## src/rtl/kf8237_common_pkg.sv

```systemverilog
// Shared state encoding and mode/type constants for the KF8237 transfer sequencer.
// Consumers honour the optional KF8237_READY_WAIT_EN build macro (SW wait states).
package kf8237_common_pkg;

  typedef enum logic [2:0] {
    ST_SI = 3'd0,
    ST_S0 = 3'd1,
    ST_S1 = 3'd2,
    ST_S2 = 3'd3,
    ST_S3 = 3'd4,
    ST_SW = 3'd5,
    ST_S4 = 3'd6,
    ST_SC = 3'd7
  } dma_state_e;

  localparam logic [1:0] MODE_DEMAND  = 2'b00;
  localparam logic [1:0] MODE_SINGLE  = 2'b01;
  localparam logic [1:0] MODE_BLOCK   = 2'b10;
  localparam logic [1:0] MODE_CASCADE = 2'b11;

  localparam logic [1:0] TYPE_VERIFY = 2'b00;
  localparam logic [1:0] TYPE_WRITE  = 2'b01;
  localparam logic [1:0] TYPE_READ   = 2'b10;

  // States in which the DMA controller owns the address bus.
  function automatic logic is_addr_phase(input dma_state_e s);
    return (s == ST_S1) || (s == ST_S2) || (s == ST_S3) || (s == ST_SW) || (s == ST_S4);
  endfunction

endpackage

```

## src/rtl/kf8237_bus_strobe_decode.sv

```systemverilog
// Combinational map from sequencer state and transfer type to the four
// active-low bus strobes; verify and reserved types leave all strobes idle.
module kf8237_bus_strobe_decode
  import kf8237_common_pkg::*;
(
  input  dma_state_e state_i,
  input  logic [1:0] transfer_type_i,
  output logic       memory_read_n_o,
  output logic       memory_write_n_o,
  output logic       io_read_n_o,
  output logic       io_write_n_o
);

  logic read_phase;
  logic write_phase;

  always_comb begin
    read_phase  = 1'b0;
    write_phase = 1'b0;
    case (state_i)
      ST_S2: read_phase = 1'b1;
      ST_S3, ST_SW, ST_S4: begin
        read_phase  = 1'b1;
        write_phase = 1'b1;
      end
      default: begin
        read_phase  = 1'b0;
        write_phase = 1'b0;
      end
    endcase
  end

  always_comb begin
    memory_read_n_o  = 1'b1;
    memory_write_n_o = 1'b1;
    io_read_n_o      = 1'b1;
    io_write_n_o     = 1'b1;
    case (transfer_type_i)
      TYPE_WRITE: begin
        io_read_n_o      = ~read_phase;
        memory_write_n_o = ~write_phase;
      end
      TYPE_READ: begin
        memory_read_n_o = ~read_phase;
        io_write_n_o    = ~write_phase;
      end
      default: begin
        memory_read_n_o  = 1'b1;
        memory_write_n_o = 1'b1;
        io_read_n_o      = 1'b1;
        io_write_n_o     = 1'b1;
      end
    endcase
  end

endmodule

```

## src/rtl/kf8237_transfer_timing_control.sv

```systemverilog
// KF8237 DMA transfer-cycle sequencer: SI/S0/S1-S4/SW/SC FSM with registered bus outputs.
// Define KF8237_READY_WAIT_EN to add the ready input and SW wait states after S3.
module kf8237_transfer_timing_control
  import kf8237_common_pkg::*;
(
  input  logic       clock,
  input  logic       reset,
  input  logic       cpu_clock_posedge,
  input  logic       cpu_clock_negedge,
  input  logic       master_clear,
  input  logic [3:0] dma_request_channel,
  input  logic [3:0] dma_request,
  input  logic       hold_acknowledge,
  input  logic [1:0] transfer_mode,
  input  logic [1:0] transfer_type,
  input  logic       autoinitialize,
  input  logic       external_end_of_process,
`ifdef KF8237_READY_WAIT_EN
  input  logic       ready,
`endif
  input  logic       underflow,
  input  logic       update_high_address,
  output logic       hold_request,
  output logic [3:0] dma_acknowledge,
  output logic [3:0] transfer_register_select,
  output logic       next_word,
  output logic       initialize_current_register,
  output logic       address_enable,
  output logic       address_strobe,
  output logic       memory_read_n,
  output logic       memory_write_n,
  output logic       io_read_n,
  output logic       io_write_n,
  output logic       end_of_process
);

  dma_state_e state_q, state_d;
  logic [3:0] chan_q, chan_d;
  logic       init_d;
  logic       hrq_d, aen_d, adstb_d, nw_d, eop_d;
  logic [3:0] dack_d;
  logic       mrd_n_d, mwr_n_d, iord_n_d, iowr_n_d;
  logic       sel_req;
  logic       tc_eop;
  logic       xfer_done;

  // The register bank does its own commit on the DMA falling edge.
  logic unused_negedge;
  assign unused_negedge = cpu_clock_negedge;

  assign sel_req   = |(dma_request & chan_q);
  assign tc_eop    = underflow | external_end_of_process;
  assign xfer_done = tc_eop || (transfer_mode == MODE_SINGLE) ||
                     ((transfer_mode == MODE_DEMAND) && !sel_req);

  // Next-state logic; the latched channel survives one clock into SI for the init pulse.
  always_comb begin
    state_d = state_q;
    chan_d  = (state_q == ST_SI) ? 4'b0000 : chan_q;
    init_d  = 1'b0;
    if (cpu_clock_posedge) begin
      case (state_q)
        ST_SI: begin
          if (dma_request_channel != 4'b0000) state_d = ST_S0;
          else                                state_d = ST_SI;
        end
        ST_S0: begin
          if (hold_acknowledge) begin
            chan_d  = dma_request_channel;
            state_d = (transfer_mode == MODE_CASCADE) ? ST_SC : ST_S1;
          end else begin
            state_d = ST_S0;
          end
        end
        ST_S1: state_d = ST_S2;
        ST_S2: state_d = ST_S3;
`ifdef KF8237_READY_WAIT_EN
        ST_S3: state_d = ready ? ST_S4 : ST_SW;
        ST_SW: state_d = ready ? ST_S4 : ST_SW;
`else
        ST_S3: state_d = ST_S4;
        ST_SW: state_d = ST_S4;
`endif
        ST_S4: begin
          if (xfer_done) begin
            state_d = ST_SI;
            init_d  = tc_eop & autoinitialize;
          end else begin
            state_d = update_high_address ? ST_S1 : ST_S2;
          end
        end
        ST_SC: begin
          if (!sel_req) state_d = ST_SI;
          else          state_d = ST_SC;
        end
        default: state_d = ST_SI;
      endcase
    end else begin
      state_d = state_q;
    end
  end

  // Output decode from the upcoming state so registered outputs align with the state.
  always_comb begin
    hrq_d   = (state_d != ST_SI);
    aen_d   = is_addr_phase(state_d);
    dack_d  = (aen_d || (state_d == ST_SC)) ? chan_d : 4'b0000;
    adstb_d = (state_d == ST_S1);
    nw_d    = (state_d == ST_S4);
    eop_d   = (state_d == ST_S4) && tc_eop;
  end

  kf8237_bus_strobe_decode u_strobe (
    .state_i          (state_d),
    .transfer_type_i  (transfer_type),
    .memory_read_n_o  (mrd_n_d),
    .memory_write_n_o (mwr_n_d),
    .io_read_n_o      (iord_n_d),
    .io_write_n_o     (iowr_n_d)
  );

  // State and output registers; reset and master clear both abort to idle.
  always_ff @(posedge clock) begin
    if (reset || master_clear) begin
      state_q                     <= ST_SI;
      chan_q                      <= 4'b0000;
      hold_request                <= 1'b0;
      dma_acknowledge             <= 4'b0000;
      next_word                   <= 1'b0;
      initialize_current_register <= 1'b0;
      address_enable              <= 1'b0;
      address_strobe              <= 1'b0;
      end_of_process              <= 1'b0;
      memory_read_n               <= 1'b1;
      memory_write_n              <= 1'b1;
      io_read_n                   <= 1'b1;
      io_write_n                  <= 1'b1;
    end else begin
      state_q                     <= state_d;
      chan_q                      <= chan_d;
      hold_request                <= hrq_d;
      dma_acknowledge             <= dack_d;
      next_word                   <= nw_d;
      initialize_current_register <= init_d;
      address_enable              <= aen_d;
      address_strobe              <= adstb_d;
      end_of_process              <= eop_d;
      memory_read_n               <= mrd_n_d;
      memory_write_n              <= mwr_n_d;
      io_read_n                   <= iord_n_d;
      io_write_n                  <= iowr_n_d;
    end
  end

  assign transfer_register_select = chan_q;

endmodule

```

## config.mk

```make
export PLATFORM = sky130hd
export DESIGN_NAME = kf8237_transfer_timing_control
export DESIGN_NICKNAME = d
export VERILOG_FILES = /design/src/rtl/kf8237_common_pkg.sv /design/src/rtl/kf8237_bus_strobe_decode.sv /design/src/rtl/kf8237_transfer_timing_control.sv
export SDC_FILE = /design/constraint.sdc
export NUM_CORES = 1
export LEC_CHECK = 0
export ABC_AREA = 0
export CAP_MARGIN = 20
export CORE_UTILIZATION = 37
export CTS_CLUSTER_SIZE = 10
export DETAILED_ROUTE_END_ITERATION = 8
export PLACE_DENSITY = 0.74
export SLEW_MARGIN = 10
export SYNTH_ARGS = -nofsm -noshare
export SYNTH_HDL_FRONTEND = slang
export SYNTH_SLANG_ARGS = --single-unit
```

## constraint.sdc

```tcl
create_clock -name clock -period 1.9 [get_ports clock]
set_input_delay 0.19 -clock clock [delete_from_list [all_inputs] [get_ports clock]]
set_output_delay 0.19 -clock clock [all_outputs]
set_load 0.01 [all_outputs]
```

Word-level counts from Yosys, hierarchy flattened. Index checks and enable logic that the tools add are counted. Widths: inputs -> output; s select.

Word-level logic and storage cells: 78. Register bits after elaboration: 21. Input bits: 22. Output and inout bits: 18.

Multiplexer cells: 14. Reduce and logical (&&, ||, !) cells: 23. Eq/ne operators: 17. Bitwise operators: 11.

Operators by type and width (number): $eq 3x3->1 const B (8); $pmux 3 s7 (1); $mux 4 (4); $eq 3x2->1 const B (4); $mux 3 (4); $reduce_or 4->1 (3); $logic_or 1x1->1 (8); $not 1->1 (8); $reduce_or 2->1 (4); $and 4x4->4 (1); $eq 2x1->1 const B (2); $eq 2x2->1 const B (2); $mux 1 (4); $reduce_bool 4->1 (1); $eq 3x1->1 const B (1); $logic_not 3->1 (1); $reduce_bool 3->1 (1); $reduce_or 3->1 (1); $logic_and 1x1->1 (2); $logic_not 2->1 (1); $mux 2 (1); $and 1x1->1 (1); $logic_not 1->1 (1); $or 1x1->1 (1).

Depth between registers and ports, before layout.
Word-level depth: 16. Gate-level depth with buffers: 6. Depth with buffers taken out: 5.

Cells and area by module. Synthesis repeated with hierarchy kept, for this count alone.

Cells, all modules: 114. Area total of the unflattened synthesis: 997.2 sq um.

By module, submodules not included: kf8237_transfer_timing_control (times used 1, area each 939.7 sq um, sequential area each 420.4 sq um, cells each 106); kf8237_bus_strobe_decode (times used 1, area each 57.6 sq um, sequential area each 0.0 sq um, cells each 8).

Worst setup path after synthesis. OpenSTA, ideal clock, no wires.

Path kind: flip-flop to flip-flop. Start point: reg state_q[0]. End point: reg address_strobe. Setup time: 116 ps. Period minus slack after synthesis: 1784 ps. Slack: 116 ps. Data required time: 1784 ps. Path buffers: 1. Stages on the path, launching flop included: 7. Arrival: 1668 ps. Cells stage by stage: dfxtp_1 -> buf_6 -> or4b_4 -> o31ai_4 -> a211oi_2 -> or2_1 -> and4_1.

Cells in the longest elaborated chain, start to end: 5. Elaborated cells between the ends (all ways): 12. Those cells by class: eq/ne (8); mux (2); reduce/logical (2).

Ends and longest elaborated chain: start, declared (line kf8237_transfer_timing_control.sv:37) `dma_state_e state_q, state_d;`; start signal, assigned (line kf8237_transfer_timing_control.sv:139) `state_q <= state_d;`; $eq 3x3->1 (line kf8237_transfer_timing_control.sv:62) `case (state_q)`; $reduce_or 2->1 (no line); $pmux 3 s7 (line kf8237_transfer_timing_control.sv:62); $mux 3 * (line kf8237_transfer_timing_control.sv:61) `if (cpu_clock_posedge) begin`; $eq 3x2->1 * (line kf8237_transfer_timing_control.sv:108) `adstb_d = (state_d == ST_S1);`; end signal, assigned (line kf8237_transfer_timing_control.sv:146) `address_strobe <= adstb_d;`; end, declared (line kf8237_transfer_timing_control.sv:29) `output logic address_strobe,`.

Every way passes the cells marked *; elsewhere a longest branch is shown, timed or not. A chain may end at the register's enable or synchronous reset.

Worst setup path after layout.
Start point: in external_end_of_process. End point: reg io_read_n.

Cells in the longest elaborated chain, start to end: 10. Elaborated cells between the ends (all ways): 13. Those cells by class: eq/ne (4); mux (4); bitwise (2); reduce/logical (3).

Ends and longest elaborated chain: start, declared (line kf8237_transfer_timing_control.sv:17) `input logic external_end_of_process,`; $or 1x1->1 * (line kf8237_transfer_timing_control.sv:52) `assign tc_eop = underflow | external_end_of_process;`; $logic_or 1x1->1 * (2 in series) (line kf8237_transfer_timing_control.sv:53) `assign xfer_done = tc_eop || (transfer_mode == MODE_SINGLE) ||`; $mux 2 * (line kf8237_transfer_timing_control.sv:85) `if (xfer_done) begin`; $pmux 3 s7 * (line kf8237_transfer_timing_control.sv:62); $mux 3 * (line kf8237_transfer_timing_control.sv:61); $eq 3x3->1 / $eq 3x2->1 (equally long branches) (line kf8237_bus_strobe_decode.sv:20) `case (state_i)`; $reduce_or 4->1 (no line) *; $mux 1 * (line kf8237_bus_strobe_decode.sv:20); $not 1->1 * (line kf8237_bus_strobe_decode.sv:40) `io_read_n_o = ~read_phase;`; end signal, assigned (line kf8237_transfer_timing_control.sv:150) `io_read_n <= iord_n_d;`; end, declared (line kf8237_transfer_timing_control.sv:32) `output logic io_read_n,`.

Marked as above.

==> results.md <==
Run status:
- The flow ran to the end, and the final reports show no timing, DRC or antenna violations.

Clock network:
- The CTS tree is built.
- Clock latency on the worst-skew pair, taken at its later pin, is roughly 300 ps.
- After clock tree synthesis, the clock-pin slew on the worst setup and hold paths is ~110 ps.
- Clock tree synthesis inserted a total of 3 buffers.
- The H-tree level count is 1.
- The cell sitting at the root of the clock tree is a sky130_fd_sc_hd__clkbuf_4.
- The quantity of gates resized following cts is 0.
- Post-CTS timing repair inserted 0 buffers for setup.
- The clock net sink count is 21.
- The maximum buffer depth of the clock tree is 2.
- The number of buffers inserted for hold repair after clock tree synthesis is 0.

Floorplan:
- For this configuration, the core starts out at a cell density of between 40% and 50%.
- The count of pins on the block boundary is 40.
- Measured along the x axis, the die boundary spans roughly 52 um.
- The area of the die is ~2700 um^2.
- After floorplanning, the core was sized to cover 2300 um^2.
- The die height is roughly 52 um.
- The floorplan has 17 rows.

Synthesis:
- The yosys synthesis warning count is 0.
- The mapped netlist covers between 900 and 1000 um^2.
- The async set or reset register ratio after synthesis is 0%.
- Of all cell types, the one taking the most synthesized area is sky130_fd_sc_hd__dfxtp_1.
- The unique cell type count in the Yosys netlist is 32.
- The number of enable flip-flop cells after synthesis is 0.
- Synthesis inferred 21 register bits.
- The cell with the most instances after synthesis is sky130_fd_sc_hd__dfxtp_1.
- The per-instance average area after synthesis is 9.11 um^2.
- For this run, the register share of the synthesized area comes to between 40% and 50%.
- By count the netlist is led by sky130_fd_sc_hd__dfxtp_1, sky130_fd_sc_hd__nor2_1, sky130_fd_sc_hd__a21oi_1, sky130_fd_sc_hd__mux2i_1, sky130_fd_sc_hd__nand2_1.
- Sorting the synthesized cells by area gives the leading types as sky130_fd_sc_hd__dfxtp_1, sky130_fd_sc_hd__nor2_1, sky130_fd_sc_hd__mux2i_1, sky130_fd_sc_hd__a21oi_1, sky130_fd_sc_hd__nor2b_1.
- When the netlist entered floorplanning its net count stood at approximately 130.
- The top cell type by area accounts for 44.8% of the synthesized area.
- The number of cells produced by synthesis is about 100.
- In the synthesized netlist the dominant register cell turns out to be sky130_fd_sc_hd__dfxtp_1.

Timing:
- Based on the critical path, the design can be clocked at up to ~0.55 GHz.
- The final count of hold timing violations is 0.
- Of the available clock period, the critical path in the final layout requires 95.5%.
- The max-slew headroom at the worst pin is between 60 and 70%.
- The slew of the pin with the lowest slew margin is about 470 ps.
- The clock period minus final worst setup slack is approximately 1800 ps.
- The final setup violation count is 0.
- The number of pins with negative max-slew slack in the final report was 0.
- Setup repair after global routing left no endpoint under its margin.
- The final clock skew is around 1.1 ps.

Layout:
- The area growth from synthesis to layout is 52.3%.
- The net count of the finished layout is ~170.
- The fraction of final layout cells with drive strength greater than 1 is between 10% and 20%.
- The number of diodes added for antenna fixing is 0.
- Once layout is complete, the utilization of the core stands at between 60 and 70%.

Power:
- The static leakage power is between 0.5 and 0.6 nW.
- The overall power consumption is between 700 and 800 uW.
- Across the VDD grid, the largest voltage drop is just over 0.4 mV.
- The areal power density over the cells is roughly 540 nW/um^2.

Route:
- The DRC violation count after routing is 0.
- Across all layers, the routed design uses ~910 vias.
- The total wire length is 2.31 mm.
- The pre-antenna-repair detailed-routing pass consisted of 4 iterations.
- In the final routed layout, each cell accounts on average for approximately 13 um.
- Using the TritonRoute via totals, the vias-per-cell ratio works out to between 5 and 6.
- The number of violations reported at the end of detailed-routing iteration 0 is 27.
- The number of routed nets with antenna violations is 0.

Worst setup path:
- The data arrival time of the critical path is just over 2000 ps.
- For the worst setup path, the data required time is roughly 2100 ps.
- The logic depth of the worst register-to-register path is 5.
- Tracing the worst setup path back leads to its startpoint at external_end_of_process.
- The setup check on the worst reg-to-reg path leaves a slack of about 110 ps.
- The startpoint class of the critical path is an input pin.
- The critical path in this run is classified as in -> reg.
- In this run the critical register-to-register path is launched from state_q[0].
- The worst setup path is captured at a register.
- The worst setup path endpoint is io_read_n.
- The worst register-to-register path ends at io_read_n.
- The highest fanout seen on the critical path is 5.

Placed design:
- The number of port buffers is 38.
- The HPWL after detailed placement is around 1.8 mm.
- The congestion estimate from routability-driven global placement came to ~0.84.

Global routing:
- The aggregate global-route resource usage is 19.1%.
- The number of global-route vias before repair was ~910.
- The first global-routing pass estimated just under 4 mm of wire.
- Entering global routing, the biggest net connects 12 pins.
- The number of antenna violations at the first check in global routing is 0.
- Global routing finished with a remaining overflow of 0.

Run:
- The max-capacitance violation count is 0.

Min path:
- The path class of the lowest-slack min-delay path is in -> reg.
routing by layer:
| layer | wire [um] | GRT usage [%] | part of all wire (%) | up-vias |
|---|---|---|---|---|
| li1 | - | - | - | 463 |
| met1 | 1100 | 24.7 | 47 | 420 |
| met2 | 1090 | 30.2 | 47 | 20 |
| met3 | 83 | 2.61 | 3.6 | 4 |
| met4 | 37 | 10.5 | 1.6 | 0 |
| met5 | 0 | 0 | 0 | - |
placed cells by master, fill, tap and decap left out, types with 2 or more instances in the layout:
cell / n
sky130_fd_sc_hd__clkdlybuf4s50_1: 38
sky130_fd_sc_hd__a31oi_1: 2
sky130_fd_sc_hd__nor2_1: 17
sky130_fd_sc_hd__nand2b_1: 3
sky130_fd_sc_hd__nand3_1: 3
sky130_fd_sc_hd__a21oi_1: 7
sky130_fd_sc_hd__a22oi_1: 3
sky130_fd_sc_hd__nor4_1: 2
sky130_fd_sc_hd__nand3b_1: 2
sky130_fd_sc_hd__o21ai_1: 4
sky130_fd_sc_hd__dfxtp_1: 21
sky130_fd_sc_hd__nor2b_1: 4
sky130_fd_sc_hd__nand2_1: 5
sky130_fd_sc_hd__inv_1: 2
sky130_fd_sc_hd__buf_4: 10
sky130_fd_sc_hd__clkbuf_4: 3
sky130_fd_sc_hd__mux2i_1: 6
sky130_fd_sc_hd__or2_1: 2
stage by stage:
step           hold WS (ps)  cells  instance area, um^2  worst slack, ps  setup TNS [ps]
3_5_place_dp            589    174                 1400             -203           -1570
4_1_cts                 443    178                 1430              114               0
6_report                444    178                 1430             85.7               0
2_1_floorplan           335    103                  938              116               0
5_1_grt                 436    178                 1430             24.2               0
3_3_place_gp            586    174                 1400             -154           -1130
logic make-up (layout without fill, tap and decap cells):
family          after synthesis  count (layout)  synth area share (%)
simple gates                 45              45                  25.6
compound gates               24              24                  19.6
flops                        21              21                  44.8
buf+inv                       7              54                  3.60
mux                           6               6                  6.40
where the power goes:
part / internal (mW) / switching, mW
logic: 0.0656 / 0.0441
registers: 0.444 / 0.00194
clock network: 0.0818 / 0.128
worst min path at each step:
stage,startpoint,endpoint,slack [ps],cells past startpoint
floorplan,autoinitialize,initialize_current_register,330,2
global placement,state_q[2],initialize_current_register,590,2
detailed placement,state_q[2],initialize_current_register,590,2
CTS,autoinitialize,initialize_current_register,440,3
global route,autoinitialize,initialize_current_register,440,3
finish,autoinitialize,initialize_current_register,440,3
area by class of cell:
| class | count | area (um^2) |
|---|---|---|
| Clock buffer | 4 | 26.3 |
| Fill cell | 205 | 868 |
| Inverter | 2 | 7.51 |
| Multi-Input combinational cell | 75 | 484 |
| Sequential cell | 21 | 420 |
| Tap cell | 28 | 35.0 |
| Timing Repair Buffer | 48 | 455 |
critical path: stages:
cell and delay (ps):
sky130_fd_sc_hd__clkdlybuf4s50_1 440, sky130_fd_sc_hd__or4_1 530, sky130_fd_sc_hd__a22oi_1 180, sky130_fd_sc_hd__a211oi_2 140, sky130_fd_sc_hd__a211oi_4 330, sky130_fd_sc_hd__mux2i_1 230
Power figures use the tool's default switching activity.
